<file path="src/rtl/vote_if.sv">
// Handshake bundle between the vote source and the collector; ballot feeds the
// downstream majority classifier directly.
interface vote_if;
  logic       start;
  logic [3:0] cast;
  logic [3:0] choice;
  logic [3:0] ballot;
  logic       ballot_valid;
  logic       busy;
  logic [3:0] voted;
  logic       timed_out;

  modport master (
    output start, cast, choice,
    input  ballot, ballot_valid, busy, voted, timed_out
  );

  modport slave (
    input  start, cast, choice,
    output ballot, ballot_valid, busy, voted, timed_out
  );
endinterface

</file>
<file path="src/rtl/vote_collector.sv">
// Timed 4-voter ballot collector: one locked vote per voter per window, closes on
// full turnout or timer expiry, then holds the ballot until the next start.
module vote_collector #(
  parameter int WINDOW_CYCLES = 1000,
  parameter int TIMER_W       = 16
) (
  input  logic   clk,
  input  logic   rst_n,
  vote_if.slave  bus
);

  localparam int                 NUM_VOTERS = 4;
  localparam logic [TIMER_W-1:0] TIMER_INIT = TIMER_W'(WINDOW_CYCLES - 1);

  typedef enum logic [1:0] {S_IDLE, S_OPEN, S_DONE} state_e;

  state_e                  state_q, state_d;
  logic [TIMER_W-1:0]      timer_q, timer_d;
  logic [NUM_VOTERS-1:0]   vote_q, vote_d;
  logic [NUM_VOTERS-1:0]   voted_q, voted_d;
  logic [NUM_VOTERS-1:0]   ballot_q, ballot_d;
  logic                    bv_q, bv_d;
  logic                    to_q, to_d;
  logic                    busy;

  logic                    open_w, start_w, close_w, full_w;
  logic [NUM_VOTERS-1:0]   new_w, vote_mrg, voted_mrg;

  assign open_w  = (state_q == S_OPEN);
  assign start_w = !open_w && bus.start;

  // Per-voter lock: only the first cast in a window is taken.
  for (genvar i = 0; i < NUM_VOTERS; i++) begin : g_voter
    assign new_w[i]     = open_w && bus.cast[i] && !voted_q[i];
    assign vote_mrg[i]  = new_w[i] ? bus.choice[i] : vote_q[i];
    assign voted_mrg[i] = voted_q[i] | new_w[i];
  end

  assign full_w  = (voted_mrg == {NUM_VOTERS{1'b1}});
  assign close_w = open_w && (full_w || (timer_q == '0));

  // State register
  always_ff @(posedge clk or negedge rst_n) begin
    if (!rst_n) state_q <= S_IDLE;
    else        state_q <= state_d;
  end

  // Next-state logic
  always_comb begin
    state_d = state_q;
    case (state_q)
      S_IDLE:  if (bus.start) state_d = S_OPEN;
      S_OPEN:  if (close_w)   state_d = S_DONE;
      S_DONE:  if (bus.start) state_d = S_OPEN;
      default:                state_d = S_IDLE;
    endcase
  end

  // Output decode
  always_comb begin
    busy = (state_q == S_OPEN);
  end

  // Datapath next-state
  always_comb begin
    timer_d  = timer_q;
    vote_d   = vote_q;
    voted_d  = voted_q;
    ballot_d = ballot_q;
    to_d     = to_q;
    bv_d     = close_w;
    if (start_w) begin
      timer_d = TIMER_INIT;
      vote_d  = '0;
      voted_d = '0;
      to_d    = 1'b0;
    end else if (open_w) begin
      vote_d  = vote_mrg;
      voted_d = voted_mrg;
      if (close_w) begin
        // Non-voters were cleared at start, so they land as "no".
        ballot_d = vote_mrg;
        to_d     = !full_w;
      end else if (timer_q != '0) begin
        timer_d = timer_q - TIMER_W'(1);
      end
    end
  end

  always_ff @(posedge clk or negedge rst_n) begin
    if (!rst_n) begin
      timer_q  <= '0;
      vote_q   <= '0;
      voted_q  <= '0;
      ballot_q <= '0;
      bv_q     <= 1'b0;
      to_q     <= 1'b0;
    end else begin
      timer_q  <= timer_d;
      vote_q   <= vote_d;
      voted_q  <= voted_d;
      ballot_q <= ballot_d;
      bv_q     <= bv_d;
      to_q     <= to_d;
    end
  end

  assign bus.ballot       = ballot_q;
  assign bus.ballot_valid = bv_q;
  assign bus.busy         = busy;
  assign bus.voted        = voted_q;
  assign bus.timed_out    = to_q;

endmodule

</file>
<file path="src/flat_wrapper.sv">
// flat-port wrapper written by rule: the top's interface ports become plain ports
module vote_collector_flat 
#(
  parameter int WINDOW_CYCLES = 1000,
  parameter int TIMER_W       = 16
)
  (clk, rst_n, bus_start, bus_cast, bus_choice, bus_ballot, bus_ballot_valid, bus_busy, bus_voted, bus_timed_out);
  vote_if bus_i ();
  input  logic clk;
  input  logic rst_n;
  input wire logic [$bits(bus_i.start)-1:0] bus_start;
  input wire logic [$bits(bus_i.cast)-1:0] bus_cast;
  input wire logic [$bits(bus_i.choice)-1:0] bus_choice;
  output wire logic [$bits(bus_i.ballot)-1:0] bus_ballot;
  output wire logic [$bits(bus_i.ballot_valid)-1:0] bus_ballot_valid;
  output wire logic [$bits(bus_i.busy)-1:0] bus_busy;
  output wire logic [$bits(bus_i.voted)-1:0] bus_voted;
  output wire logic [$bits(bus_i.timed_out)-1:0] bus_timed_out;
  assign bus_i.start = bus_start;
  assign bus_i.cast = bus_cast;
  assign bus_i.choice = bus_choice;
  assign bus_ballot = bus_i.ballot;
  assign bus_ballot_valid = bus_i.ballot_valid;
  assign bus_busy = bus_i.busy;
  assign bus_voted = bus_i.voted;
  assign bus_timed_out = bus_i.timed_out;
  vote_collector #(.WINDOW_CYCLES(WINDOW_CYCLES), .TIMER_W(TIMER_W)) u_core (.clk(clk), .rst_n(rst_n), .bus(bus_i));
endmodule
</file>
<file path="config.mk">
export PLATFORM = sky130hd
export DESIGN_NAME = vote_collector_flat
export DESIGN_NICKNAME = d
export VERILOG_FILES = /design/src/rtl/vote_if.sv /design/src/rtl/vote_collector.sv /design/src/flat_wrapper.sv
export SDC_FILE = /design/constraint.sdc
export NUM_CORES = 1
export LEC_CHECK = 0
export ABC_AREA = 1
export CAP_MARGIN = 25
export CORE_UTILIZATION = 35
export DETAILED_ROUTE_END_ITERATION = 6
export MAX_ROUTING_LAYER = met4
export SKIP_CTS_REPAIR_TIMING = 1
export SLEW_MARGIN = 20
export SYNTH_ARGS = -nofsm -noshare
export SYNTH_HDL_FRONTEND = slang
export SYNTH_SLANG_ARGS = --single-unit
</file>
<file path="constraint.sdc">
create_clock -name clk -period 2.1 [get_ports clk]
set_clock_uncertainty 0.1 [all_clocks]
set_input_delay 0.21 -clock clk [delete_from_list [all_inputs] [get_ports clk]]
set_output_delay 0.21 -clock clk [all_outputs]
set_load 0.01 [all_outputs]
</file>
# Yosys cells after proc, flatten, opt, wreduce, memory -nomap -nowiden
# Index checks and enable logic that the tools add are counted.
# totals
ff_bits,32
elab_cells,65
# op_classes
n_mux,18
bitwise,5
n_addsub,1
reduce_logical,28
n_eq_ne,6
# ops
cell,count
16-bit two-way mux,4
16-bit zero test,1
4-bit two-way mux,4
16-bit nonzero test,1
"16-bit by 1-bit subtractor with 16-bit output, second input constant",1
1-bit logical AND,10
1-bit two-way mux,7
1-bit zero test,6
3-bit AND reduction,2
2-bit nonzero test,3
"4-bit == test, second input constant",1
2-bit two-way mux,2
"2-bit by 1-bit != test with 1-bit output, second input constant",2
1-bit OR,4
2-bit case mux with 2 select lines,1
2-bit AND reduction,2
"2-bit by 1-bit == test with 1-bit output, second input constant",1
"2-bit == test, second input constant",1
2-bit zero test,1
"2-bit != test, second input constant",1
2-bit OR reduction,1
1-bit logical OR,1
1-bit inverter,1

# Depth between registers and ports, before layout
# Gate-level depths: netlist of run 1.
# logic_depth
word_depth,10
mapped_depth,12
mapped_depth_nobuf,12

# Worst setup path before layout of run 1
# Ideal clock, no wire load.
# synth_path
kind,register -> register
from,register u_core.timer_q[0]
to,register u_core.timer_q[6]
slack_ps,581
arrival_time_ps,1302
path_stages_with_launch,12
period_less_slack_ps,1519
path_cell_list,dfrtp_1 inv_1 ha_1 nand2_1 nor2_1 nand2_1 o21ai_2 nand2_2 buf_6 buf_6 nand3_1 nand2_1
# synth_via
elab_chain_len,5
word_cells_on_any_way,12
# synth_lines
element,line_no,rtl
from (decl),vote_collector.sv:18,"logic [TIMER_W-1:0] timer_q, timer_d;"
from (signal assigned),vote_collector.sv:99,timer_q <= timer_d;
16-bit by 1-bit subtractor with 16-bit output / 16-bit zero test (equally long branches),"vote_collector.sv:85, vote_collector.sv:40",
16-bit two-way mux / 1-bit logical OR (equally long branches),"vote_collector.sv:84, vote_collector.sv:40",
16-bit two-way mux / 1-bit logical AND (equally long branches),"vote_collector.sv:80, vote_collector.sv:40",
16-bit two-way mux / 2-bit != test (equally long branches),-,
16-bit two-way mux / 3-bit AND reduction (equally long branches),-,
# Several ways; a longest one is shown, not always the timed one. The select of a mux whose other input is x is not followed.
# A chain may end at the register's enable or synchronous reset.

# Worst setup path after layout of run 1
# layout_path
from,register u_core.state_q[0]
to,output bus_busy
# layout_via
elab_chain_len,1
# layout_lines
element,line_no,rtl
from (decl),vote_collector.sv:17,"state_e state_q, state_d;"
from (signal assigned),vote_collector.sv:45,else state_q <= state_d;
2-bit by 1-bit == test with 1-bit output,vote_collector.sv:61,busy = (state_q == S_OPEN);
to (decl),flat_wrapper.sv:16,output wire logic [$bits(bus_i.busy)-1:0] bus_busy;
# No other way between the ends.

==> results of run 1 <==
## worst max-delay path, delay by kind of cell (launching register included)
family                 cells  cell delay, ns
buffers and inverters      2            0.66
DFF                        1            0.47
and+or+nand+nor            1            0.22
## metrics by stage
step,hold slack [ns],utilization [%]
6_report,0.221,44.5
5_1_grt,0.302,44.5
4_1_cts,0.228,44.5
3_5_place_dp,0.373,42.8
3_3_place_gp,0.363,42.8
2_1_floorplan,-0.186,-
## kinds of logic (layout without fill, tap and decap cells)
| kind of cell | Yosys count | in the layout |
|---|---|---|
| AND/OR/NAND/NOR | 153 | 153 |
| flip-flops | 32 | 32 |
| buffers and inverters | 31 | 59 |
| AO/OA/AOI/OAI | 11 | 11 |
| XOR/XNOR | 5 | 5 |
| multiplexers | 4 | 4 |
| adder cells (fa/ha/maj) | 2 | 2 |
## per-layer routing
| metal | vias up | part of all wire, % |
|---|---|---|
| li1 | 800 | - |
| met3 | 7 | 2.9 |
| met4 | 0 | 2.1 |
| met1 | 690 | 50 |
| met5 | - | 0 |
| met2 | 22 | 45 |
## cells in the mapped netlist, drive strengths merged
master and n:
clkbuf 1, dfrtp 32, nand2 84, mux2i 4, buf 4, nand3 24, or2 1, a21oi 1
clkinv 1, xnor2 2, inv 25, o31ai 1, o21ai 9, nand3b 8, nor2 35, ha 2
xor2 3, nand4 1
## worst paths after layout
check,to,cells after the start
max,bus_busy,3
min,u_core.vote_q[3],2
max reg2reg,u_core.state_q[0],8
min reg2reg,u_core.timer_q[0],2
max in group asynchronous,u_core.bus.timed_out,2
min in group clk,u_core.timer_q[0],2
## report_power, final
part / total (mW) / leakage [nW] / switching, mW / internal, mW
sequential: 1.03 / 0.408 / 0.186 / 0.844
clock: 0.444 / 0.0410 / 0.219 / 0.225
combinational: 1.47 / 0.672 / 0.884 / 0.587
total: 2.95 / 1.12 / 1.29 / 1.66
## registers in the layout, indices dropped and copies added, names as in the netlist
register,cells
u_core.bus.timed_out,1
u_core.vote_q,4
u_core.timer_q,16
u_core.bus.ballot_valid,1
u_core.bus.voted,4
u_core.state_q,2
u_core.bus.ballot,4
## area by class of cell
cell class,instances,share of cell area [%]
clock buffers,6,3.41
flip-flops and latches,32,37.6
repair buffers,26,11.6
inverters,26,4.58
clock inverters,1,0.235
multi-input cells,175,38.6
well taps,67,3.93
==> out/results.tsv, run 1 <==
metric	value	unit
use_met3	4.56	%
synth-seq-cells	32	
synth_area_leaders	dfrtp_1 (46%), nand2_1 (17%), nor2_1 (7.5%), nand3_1 (6.8%), inv_1 (4.9%)	
fillCellCount	492	
initial_utilization	36.7	%
synth-simple-area-share	36.8	%
drc	0	
drive_above_1_share	7.52	%
nets	279	
placed_area	2050	um^2
synth_top_area_cell	dfrtp_1	
num_vias	1519	
n_antenna_cell	0	
grt_overflow	0	
cp-end-kind	output pin	
fin_crit_sh	92.5	%
timing.final.ws_setup	0.157	ns
synth_top_family_by_area	simple AND/OR/NAND/NOR gates	
total_power	2.95	mW
drt_wl_total	3.88	mm
grt_setup_unrepaired	no	
die_w	72.9	um
arrival	1.63	ns
avgSynthCellArea	7.39	um^2
max_freq	0.515	GHz
grt_max_degree	33	
grt.busiest_layer	met2	
dr.first_iter.drc_count	126	
report.final.slew_viol_count	0	
leakage	1.12	nW
crit_chain	inv_1 -> nor2_2 -> clkdlybuf4s50_1	
synth_adder_area_share	1.42	%
seq_area	801	um^2
met1_usage	21.8	%
r2r_start	u_core.timer_q[12]	
worstSkewPairLatency	0.28	ns
pre_cts_ws	0.149	ns
die_y	72.9	um
rows	25	
cap_violations	0	
grt.total_usage	17.6	%
synthesis.area	1760	um^2
place_inst	326	
finalWeightedCongestion	0.897	
crit_start	u_core.state_q[0]	
cts_buffer_depth	2	
io_pins	22	
start_kind	flop	
syn2layout_area_growth	21.2	%
met2_usage	28.6	%
dp_hpwl	2.80	mm
fin_cells	333	
wl_per_cell	11.6	um
critical_path.slowest_cell	clkdlybuf4s50_1	
yosysTopAreaCellShare	45.6	%
cts_htree_levels	2	
ys_seq_area_share	45.6	%
grt_pass1_wl	6.87	mm
powerDensity	1380	nW/um^2
vias_per_cell	4.56	
multi_input_area	823	um^2
final_cell_mix	nand2_1 (81), nor2_1 (34), dfrtp_1 (32)	
cp_slowest_stage_delay	0.58	ns
yosys_warnings	0	
drt_pre_antenna_iters	4	
hold_class	input pin to asynchronous set/reset pin	
die_area	5310	um^2
peakVddDrop	0.503	mV
worstPathMaxFanout	7	
port_buffers	21	
final_area	2130	um^2
path_class	flop to output pin	
synth_xor_area_share	2.49	%
tightest_slew	0.396	ns
setup_viol	0	
final_common_cell	nand2_1	
cp.required	1.79	ns
synth_nets	251	
ys_types	23	
antenna_found_initial	0	
core_area	4790	um^2
cts_buffers	5	
outcome	complete, no violations	
antenna_left	0	
finalSetupTns	0	ns
synth-compound-area-share	3.70	%
r2r_setup_slack	0.31	ns
grt_pass1_vias	1488	
clkTransAtPathRegs	0.06	ns
relSlewSlack	73.6	%
clock_tree.root_cell	clkbuf_8	
cts_sinks	32	
synthMuxAreaShare	2.28	%
syn_inst	238	
period_needed	1.94	ns
cts_tree	yes	
hold_viol_final	0	
No activity file was read; power rests on OpenSTA's default activity.
==> inputs of run 2 (changes only) <==
Clock period 2.1 ns to 2.03 ns, I/O delays scaled along.
==> run 2 against run 1 <==
Against the previous run:
- flip-flop and latch count stayed put
- critical path depth stayed put
- sequential share of layout area is 0.59 points lower
- global-route usage is 0.53 points lower
==> out/results.tsv, run 2 (same netlist as run 1, synthesis figures left out) <==
metric	value	unit	change
fin_crit_sh	93.8	%	
cts_sinks	32		unchanged
drc	0		unchanged
crit_family	buffers and inverters		unchanged
cts_tree	yes		unchanged
worstPathMaxFanout	7		unchanged
drive_above_1_share	8.24	%	was 7.52%
whs	0.220	ns	was 0.221 ns
cp-end-kind	output pin		unchanged
fin_cells	334		was 333
num_vias	1510		was 1519
start_kind	flop		unchanged
largest_register_ffs	16		unchanged
nets	279		unchanged
syn2layout_area_growth	23.1	%	was 21.2%
critical_path.slowest_cell	clkdlybuf4s50_1		unchanged
drt_pre_antenna_iters	4		unchanged
die_area	5310	um^2	unchanged
crit_chain	inv_1 -> nor2_2 -> clkdlybuf4s50_1		unchanged
grt_max_degree	33		unchanged
r2r_setup_slack	0.27	ns	was 0.31 ns
final_cell_mix	nand2_1 (81), nor2_1 (34), dfrtp_1 (32)		unchanged
r2r-end	u_core.timer_q[3]		was u_core.state_q[0]
worstSkewPairLatency	0.28	ns	about the same
pre_cts_ws	0.114	ns	was 0.149 ns
powerDensity	1480	nW/um^2	was 1380 nW/um^2
antenna_found_initial	0		unchanged
place_inst	326		unchanged
r2r_start	u_core.state_q[1]		was u_core.timer_q[12]
fin_util	45.2	%	was 44.5%
finalSetupTns	0	ns	unchanged
final_common_cell	nand2_1		unchanged
n_antenna_cell	0		unchanged
outcome	complete, no violations		unchanged
leakage	1.13	nW	was 1.12 nW
core_area	4790	um^2	unchanged
cts_buffers	5		unchanged
grt_setup_unrepaired	no		unchanged
max_freq	0.525	GHz	
grt_overflow	0		unchanged
tightest_slew	0.398	ns	was 0.396 ns
die_w	72.9	um	unchanged
hold_class	input pin to asynchronous set/reset pin		unchanged
die_y	72.9	um	unchanged
wl_per_cell	11.8	um	was 11.6 um
drt_wl_total	3.94	mm	was 3.88 mm
period_needed	1.90	ns	
grt.total_usage	17.1	%	was 17.6%
relSlewSlack	73.5	%	was 73.6%
reg2reg_depth	8		unchanged
top_register	u_core.timer_q		unchanged
hold_viol_final	0		unchanged
final_area	2160	um^2	was 2130 um^2
cts_htree_levels	2		unchanged
finalWeightedCongestion	0.919		was 0.897
placed_area	2050	um^2	unchanged
initial_utilization	36.7	%	unchanged
fillCellCount	494		was 492
clock_tree.root_cell	clkbuf_8		unchanged
cp_num_cells	3		unchanged
path_class	flop to output pin		unchanged
port_buffers	21		unchanged
vias_per_cell	4.52		was 4.56
report.final.slew_viol_count	0		unchanged
cap_violations	0		unchanged
total_power	3.20	mW	was 2.95 mW
critPathBufInv	2		unchanged
arrival	1.60	ns	was 1.63 ns
grt_pass1_wl	6.62	mm	was 6.87 mm
dp_hpwl	2.85	mm	was 2.80 mm
clkTransAtPathRegs	0.07	ns	was 0.06 ns
setup_viol	0		unchanged
io_pins	22		unchanged
dr.first_iter.drc_count	90		was 126
rows	25		unchanged
cp_slowest_stage_delay	0.57	ns	was 0.58 ns
antenna_left	0		unchanged
grt_pass1_vias	1403		was 1488
peakVddDrop	0.590	mV	was 0.503 mV
cts_buffer_depth	2		unchanged
timing.final.ws_setup	0.126	ns	was 0.157 ns
cp.required	1.73	ns	was 1.79 ns
[run 2: cell types whose count changed in the layout (fill, tap and decap cells not counted), sizes merged]
cell / change
clkinvlp: +1
bufinv: +1
clkbuf: -1
[run 2: per-layer routing]
layer | wire length [um] | track usage (%) | share of wire (%) | vias up
met3 | 94 | 4.56 | 2.4 | 4
met5 | 0 | - | 0 | -
met4 | 29 | 6.10 | 0.74 | 0
li1 | - | - | - | 797
met2 | 1800 | 25.8 | 46 | 20
met1 | 2010 | 22.2 | 51 | 689
[run 2: worst max-delay path by stage]
stage / start / endpoint / slack (ns)
after floorplan: u_core.timer_q[0] / u_core.timer_q[6] / 0.51
after CTS: u_core.state_q[0] / bus_busy / 0.02
after global placement: bus_cast[2] / u_core.timer_q[3] / 0.09
after global routing: u_core.state_q[0] / bus_busy / 0.04
final: u_core.state_q[0] / bus_busy / 0.13
after detailed placement: bus_cast[2] / u_core.state_q[0] / 0.11
[run 2: final cells by class]
| class | count | area [um^2] | share of cell area (%) |
|---|---|---|---|
| Clock buffer | 5 | 68.8 | 3.18 |
| Clock inverter | 3 | 42.5 | 1.97 |
| Inverter | 26 | 97.6 | 4.51 |
| Multi-Input combinational cell | 175 | 823 | 38.0 |
| Sequential cell | 32 | 801 | 37.0 |
| Tap cell | 67 | 83.8 | 3.87 |
| Timing Repair Buffer | 26 | 248 | 11.4 |
[run 2: power by group]
| part | total [mW] | internal (mW) | switching (mW) |
|---|---|---|---|
| combinational | 1.53 | 0.608 | 0.921 |
| sequential | 1.07 | 0.873 | 0.197 |
| clock | 0.606 | 0.363 | 0.243 |
| total | 3.20 | 1.84 | 1.36 |
[run 2: worst reg2reg max path, cell delays in order, from the launching register on]
cell and delay, ns:
dfrtp_1 0.41, inv_2 0.11, nand3_1 0.11, nand2_1 0.14, nand2_1 0.08, o21ai_2 0.15, clkinv_1 0.29, nand3b_1 0.20
nand2_1 0.07
